[config.mk]
export PLATFORM = sky130hd
export DESIGN_NAME = stepper_channel
export DESIGN_NICKNAME = d
export VERILOG_FILES = /design/src/rtl/stepper_pkg.sv /design/src/rtl/stepper_phase_decode.sv /design/src/rtl/stepper_channel.sv
export SDC_FILE = /design/constraint.sdc
export NUM_CORES = 1
export LEC_CHECK = 0
export CORE_UTILIZATION = 55
export CTS_BUF_LIST = sky130_fd_sc_hd__clkbuf_4 sky130_fd_sc_hd__clkbuf_8
export DETAILED_ROUTE_END_ITERATION = 6
export PLACE_DENSITY = 0.84
export REMOVE_ABC_BUFFERS = 1
export SLEW_MARGIN = 20
export SYNTH_ARGS = -nofsm -noshare
export SYNTH_HDL_FRONTEND = slang
export SYNTH_SLANG_ARGS = --single-unit
[constraint.sdc]
create_clock -name clk -period 4.9 [get_ports clk]
set_clock_uncertainty 0.2 [all_clocks]
set_input_delay 0.735 -clock clk [delete_from_list [all_inputs] [get_ports clk]]
set_output_delay 0.735 -clock clk [all_outputs]
set_load 0.05 [all_outputs]
[src/rtl/stepper_pkg.sv]
// Shared constants and types for the stepper phase sequencer.
// Used by stepper_channel and stepper_phase_decode.
package stepper_pkg;

  localparam logic [3:0] STEP_RESET_POS = 4'd2;

  localparam logic [3:0] STEP_INC_FULL = 4'd4;
  localparam logic [3:0] STEP_INC_HALF = 4'd2;
  localparam logic [3:0] STEP_INC_QTR  = 4'd1;

  localparam logic [3:0] MS_FULL = 4'd1;
  localparam logic [3:0] MS_HALF = 4'd2;
  localparam logic [3:0] MS_QTR  = 4'd4;

  // {p1_I0, p1_I1, p1_phase, p2_I0, p2_I1, p2_phase}
  typedef logic [5:0] phase_word_t;

  // Unrecognised selector codes fall back to full stepping.
  function automatic logic [3:0] step_increment(input logic [3:0] microstep);
    case (microstep)
      MS_HALF: step_increment = STEP_INC_HALF;
      MS_QTR:  step_increment = STEP_INC_QTR;
      default: step_increment = STEP_INC_FULL;
    endcase
  endfunction

endpackage

[src/rtl/stepper_phase_decode.sv]
// Combinational map from quarter-step table position to the six phase lines.
// STEPPER_CHANNEL_MODIFIED_EN lets modified_mode drive I0 at positions 2/6/10/14.
module stepper_phase_decode
  import stepper_pkg::*;
(
  input  logic [3:0]  pos,
  input  logic        modified_mode,
  output phase_word_t word
);

  logic m;

`ifdef STEPPER_CHANNEL_MODIFIED_EN
  assign m = modified_mode;
`else
  logic unused_mode;
  assign unused_mode = modified_mode;
  assign m           = 1'b0;
`endif

  // NOTE: full case with a default keeps this purely combinational; a missing
  // branch in always_comb would infer a latch on word.
  always_comb begin
    word = 6'b000000;
    case (pos)
      4'd0:    word = 6'b110001;
      4'd1:    word = 6'b011001;
      4'd2:    word = {m, 2'b01, m, 2'b01};
      4'd3:    word = 6'b001011;
      4'd4:    word = 6'b001110;
      4'd5:    word = 6'b001010;
      4'd6:    word = {m, 2'b01, m, 2'b00};
      4'd7:    word = 6'b011000;
      4'd8:    word = 6'b110000;
      4'd9:    word = 6'b010000;
      4'd10:   word = {m, 2'b00, m, 2'b00};
      4'd11:   word = 6'b000010;
      4'd12:   word = 6'b000110;
      4'd13:   word = 6'b000011;
      4'd14:   word = {m, 2'b00, m, 2'b01};
      4'd15:   word = 6'b010001;
      default: word = 6'b000000;
    endcase
  end

endmodule

[src/rtl/stepper_channel.sv]
// Single-axis stepper phase sequencer: synchronises step pulses and walks a
// 16-position quarter-step table. Optional feature: STEPPER_CHANNEL_MODIFIED_EN.
module stepper_channel
  import stepper_pkg::*;
(
  input  logic       clk,
  input  logic       rst,
  input  logic       step,
  input  logic       dir,
  input  logic [3:0] microstep,
  input  logic       modified_mode,
  output logic       phase1_I0,
  output logic       phase1_I1,
  output logic       phase1_phase,
  output logic       phase2_I0,
  output logic       phase2_I1,
  output logic       phase2_phase
);

  logic        s1, s2, s3;
  logic        step_edge;
  logic [3:0]  pos, pos_next, decode_pos;
  phase_word_t word_next, word_q;

  assign step_edge = s2 & ~s3;

  always_comb begin
    pos_next = pos;
    if (step_edge)
      pos_next = dir ? pos + step_increment(microstep)
                     : pos - step_increment(microstep);
  end

  // The output register tracks the next position so pos and outputs move on
  // the same edge; under reset it shows the home word for the live mode bit.
  assign decode_pos = rst ? STEP_RESET_POS : pos_next;

  stepper_phase_decode u_decode (
    .pos           (decode_pos),
    .modified_mode (modified_mode),
    .word          (word_next)
  );

  // NOTE: non-blocking assignments so every flop samples pre-edge values;
  // blocking here would collapse the synchroniser chain into one stage.
  always_ff @(posedge clk) begin
    if (rst) begin
      s1  <= 1'b0;
      s2  <= 1'b0;
      s3  <= 1'b0;
      pos <= STEP_RESET_POS;
    end else begin
      s1  <= step;
      s2  <= s1;
      s3  <= s2;
      pos <= pos_next;
    end
    word_q <= word_next;
  end

  assign {phase1_I0, phase1_I1, phase1_phase,
          phase2_I0, phase2_I1, phase2_phase} = word_q;

endmodule

==> flow_metrics.env <==
export IMPL_path_max_fanout=4
export IMPL_critPathKind="input port to register"
export IMPL_crit_end="word_q[0]"
export IMPL_rr_worst_depth=7
export IMPL_clk_latency_ns=0.27
export IMPL_dr_pass1_iters=4
export IMPL_maxCapViolations=0
export IMPL_dp_cells=102
export IMPL_clock_path_buffers=2
export IMPL_hold_path_class="register to register"
export IMPL_layout_common_cells="clkdlybuf4s50_1 (13), dfxtp_1 (13), ha_1 (5)"
export IMPL_rrSetupSlack_ns=2.72
export IMPL_route_detailed_drc=0
export IMPL_drive_gt1_frac=0.1319
export IMPL_syn_inst=77
export IMPL_portBuffers=13
export IMPL_cp_data_required_time_ns=4.90
export IMPL_drt_initial_drc_count=9
export IMPL_setup_tns_ns=0
export IMPL_fin_crit_ns=3.688
export IMPL_hold_slack_ns=0.2501
export IMPL_synth_warnings=0
export IMPL_grt_max_degree=13
export IMPL_hold_viol=0
export IMPL_postCtsHoldBufs=0
export IMPL_final_cells=106
export IMPL_die_y_um=39.62
export IMPL_worstMarginPinSlew_ns=0.5035
export IMPL_grt_pass1_vias=540
export IMPL_start_kind="input port"
export IMPL_row_count=13
export IMPL_yosysSeqAreaShare=0.3344
export IMPL_syn_area_um2=778.2
export IMPL_viasPerCell=5.821
export IMPL_period_share=0.7526
export IMPL_endpoint_kind="register"
export IMPL_synth_enable_flop_cells=0
export IMPL_leakage_nw=0.3733
export IMPL_ys_flop_type="dfxtp_1"
export IMPL_use_met2=0.3852
export IMPL_grt_total_usage=0.2224
export IMPL_vias=617
export IMPL_drv_slew=0
export IMPL_synth_seq_cells=13
export IMPL_fp_dieArea_um2=1569
export IMPL_cts_made_buffers=3
export IMPL_die_width_um=39.62
export IMPL_clk_pin_slew_ns=0.08
export IMPL_synth_distinct_cells=42
export IMPL_top_usage_layer="met2"
export IMPL_stdcell_area_um2=935.9
export IMPL_start_util=0.5981
export IMPL_ant_nets=0
export IMPL_place_area_um2=905.9
export IMPL_layout_nets=107
export IMPL_crit_start="microstep[1]"
export IMPL_grt_pass1_wl_um=2311
export IMPL_synth_avg_cell_area_um2=10.11
export IMPL_rsz0062_at_grt="no"
export IMPL_max_freq_ghz=0.2712
export IMPL_pin_count=15
export IMPL_rr_endpoint="word_q[0]"
export IMPL_finalSetupViolations=0
export IMPL_arrival_ns=3.69
export IMPL_overflow=0
export IMPL_grt_met3_usage=0.01705
export IMPL_diodes=0
export IMPL_power_density_nw_per_um2=245.6
export IMPL_ys_async_sr_fraction=0
export IMPL_vdd_ir_drop_max_uv=203.0
export IMPL_postCtsSetupRepairBufs=0
export IMPL_slew_headroom=0.6633
export IMPL_wirelength_um=1456
export IMPL_globalplace_congestion=0.8453
export IMPL_grt_antenna_before_repair=0
export IMPL_status="finished, final reports clean"
export IMPL_cts_root_buf="clkbuf_4"
export IMPL_dp_hpwl_um=1111
export IMPL_grtUsageMet1=0.2632
export IMPL_cts_tree="built"
export IMPL_syn_to_final_growth_pct=20.26
export IMPL_htreeDepth=1
export IMPL_wl_per_cell_um=13.74
export IMPL_clock_sinks=13
export IMPL_core_area_um2=1301
export IMPL_cts_resized_gates=0
export IMPL_reg2reg_from="pos[0]"
## layout make-up
class,count,area [um2]
clock buffers,4,30.03
repair buffers,13,130.1
inverters,4,15.01
flip-flops and latches,13,260.3
multi-input cells,57,481.7
well taps,15,18.77
fillers,118,365.4
## critical path, cell delays in order
cell and delay [ns]:
clkdlybuf4s50_1 0.43, nor4b_1 0.48, inv_1 0.13, ha_1 0.33, mux2_2 0.26, ha_1 0.28
and3_1 0.21, or2_2 0.33, a2111o_1 0.37, o22ai_1 0.13
## where the power goes
part,switching (mW),internal [mW]
registers,0.00318,0.110
clock network,0.0322,0.0370
logic,0.0261,0.0209
## flip-flops by register name, indices dropped and copies added (netlist names)
signal / cells
s2: 1
pos: 4
s1: 1
s3: 1
word_q: 6
## metrics by stage
stage,util,power (mW),setup slack (ns)
finish,0.7192,0.2299,1.212
floorplan,-,0.1453,1.639
global placement,0.6962,0.1616,0.9957
detailed placement,0.6962,0.1630,0.9419
CTS,0.7192,0.2344,1.219
global route,0.7192,0.2396,1.021
## layer usage
metal | part of all wire | routed length (um)
met3 | 0.036 | 53
met5 | 0 | 0
met4 | 0.0096 | 14
met2 | 0.49 | 710
met1 | 0.46 | 677
## logic make-up (layout without fill, tap and decap cells)
logic type,after synthesis,in the layout,share of synthesized area
buffers and inverters,7,21,0.04662
xor gates and xnor gates,1,1,0.01126
muxes,4,4,0.05306
and+or+nand+nor,31,31,0.2766
DFF,13,13,0.3344
AOI/OAI and AO/OA,15,15,0.1720
adders and majority gates,6,6,0.1061
## synth_stat cells (2+ instances only)
library cell / instances / area [um2]
nand3_1: 2 / 10.01
nand2_1: 3 / 11.26
inv_1: 3 / 11.26
nor3b_1: 2 / 15.01
mux2i_1: 3 / 30.03
buf_2: 2 / 10.01
o21ai_0: 2 / 10.01
nor4bb_1: 2 / 20.02
nand2b_1: 2 / 12.51
ha_1: 5 / 62.56
dfxtp_1: 13 / 260.3
or3b_1: 2 / 17.52
or4b_1: 3 / 30.03
nor2_1: 3 / 11.26
nor2b_1: 3 / 18.77
## worst min-delay path by stage
stage,slack (ns),start,end,cells after the start
floorplan,0.21,s1,s2,1
global placement,0.22,s1,s2,1
detailed placement,0.24,s1,s2,1
CTS,0.26,s1,s2,1
global route,0.27,s1,s2,1
finish,0.25,s1,s2,1
Power figures use the tool's default switching activity.
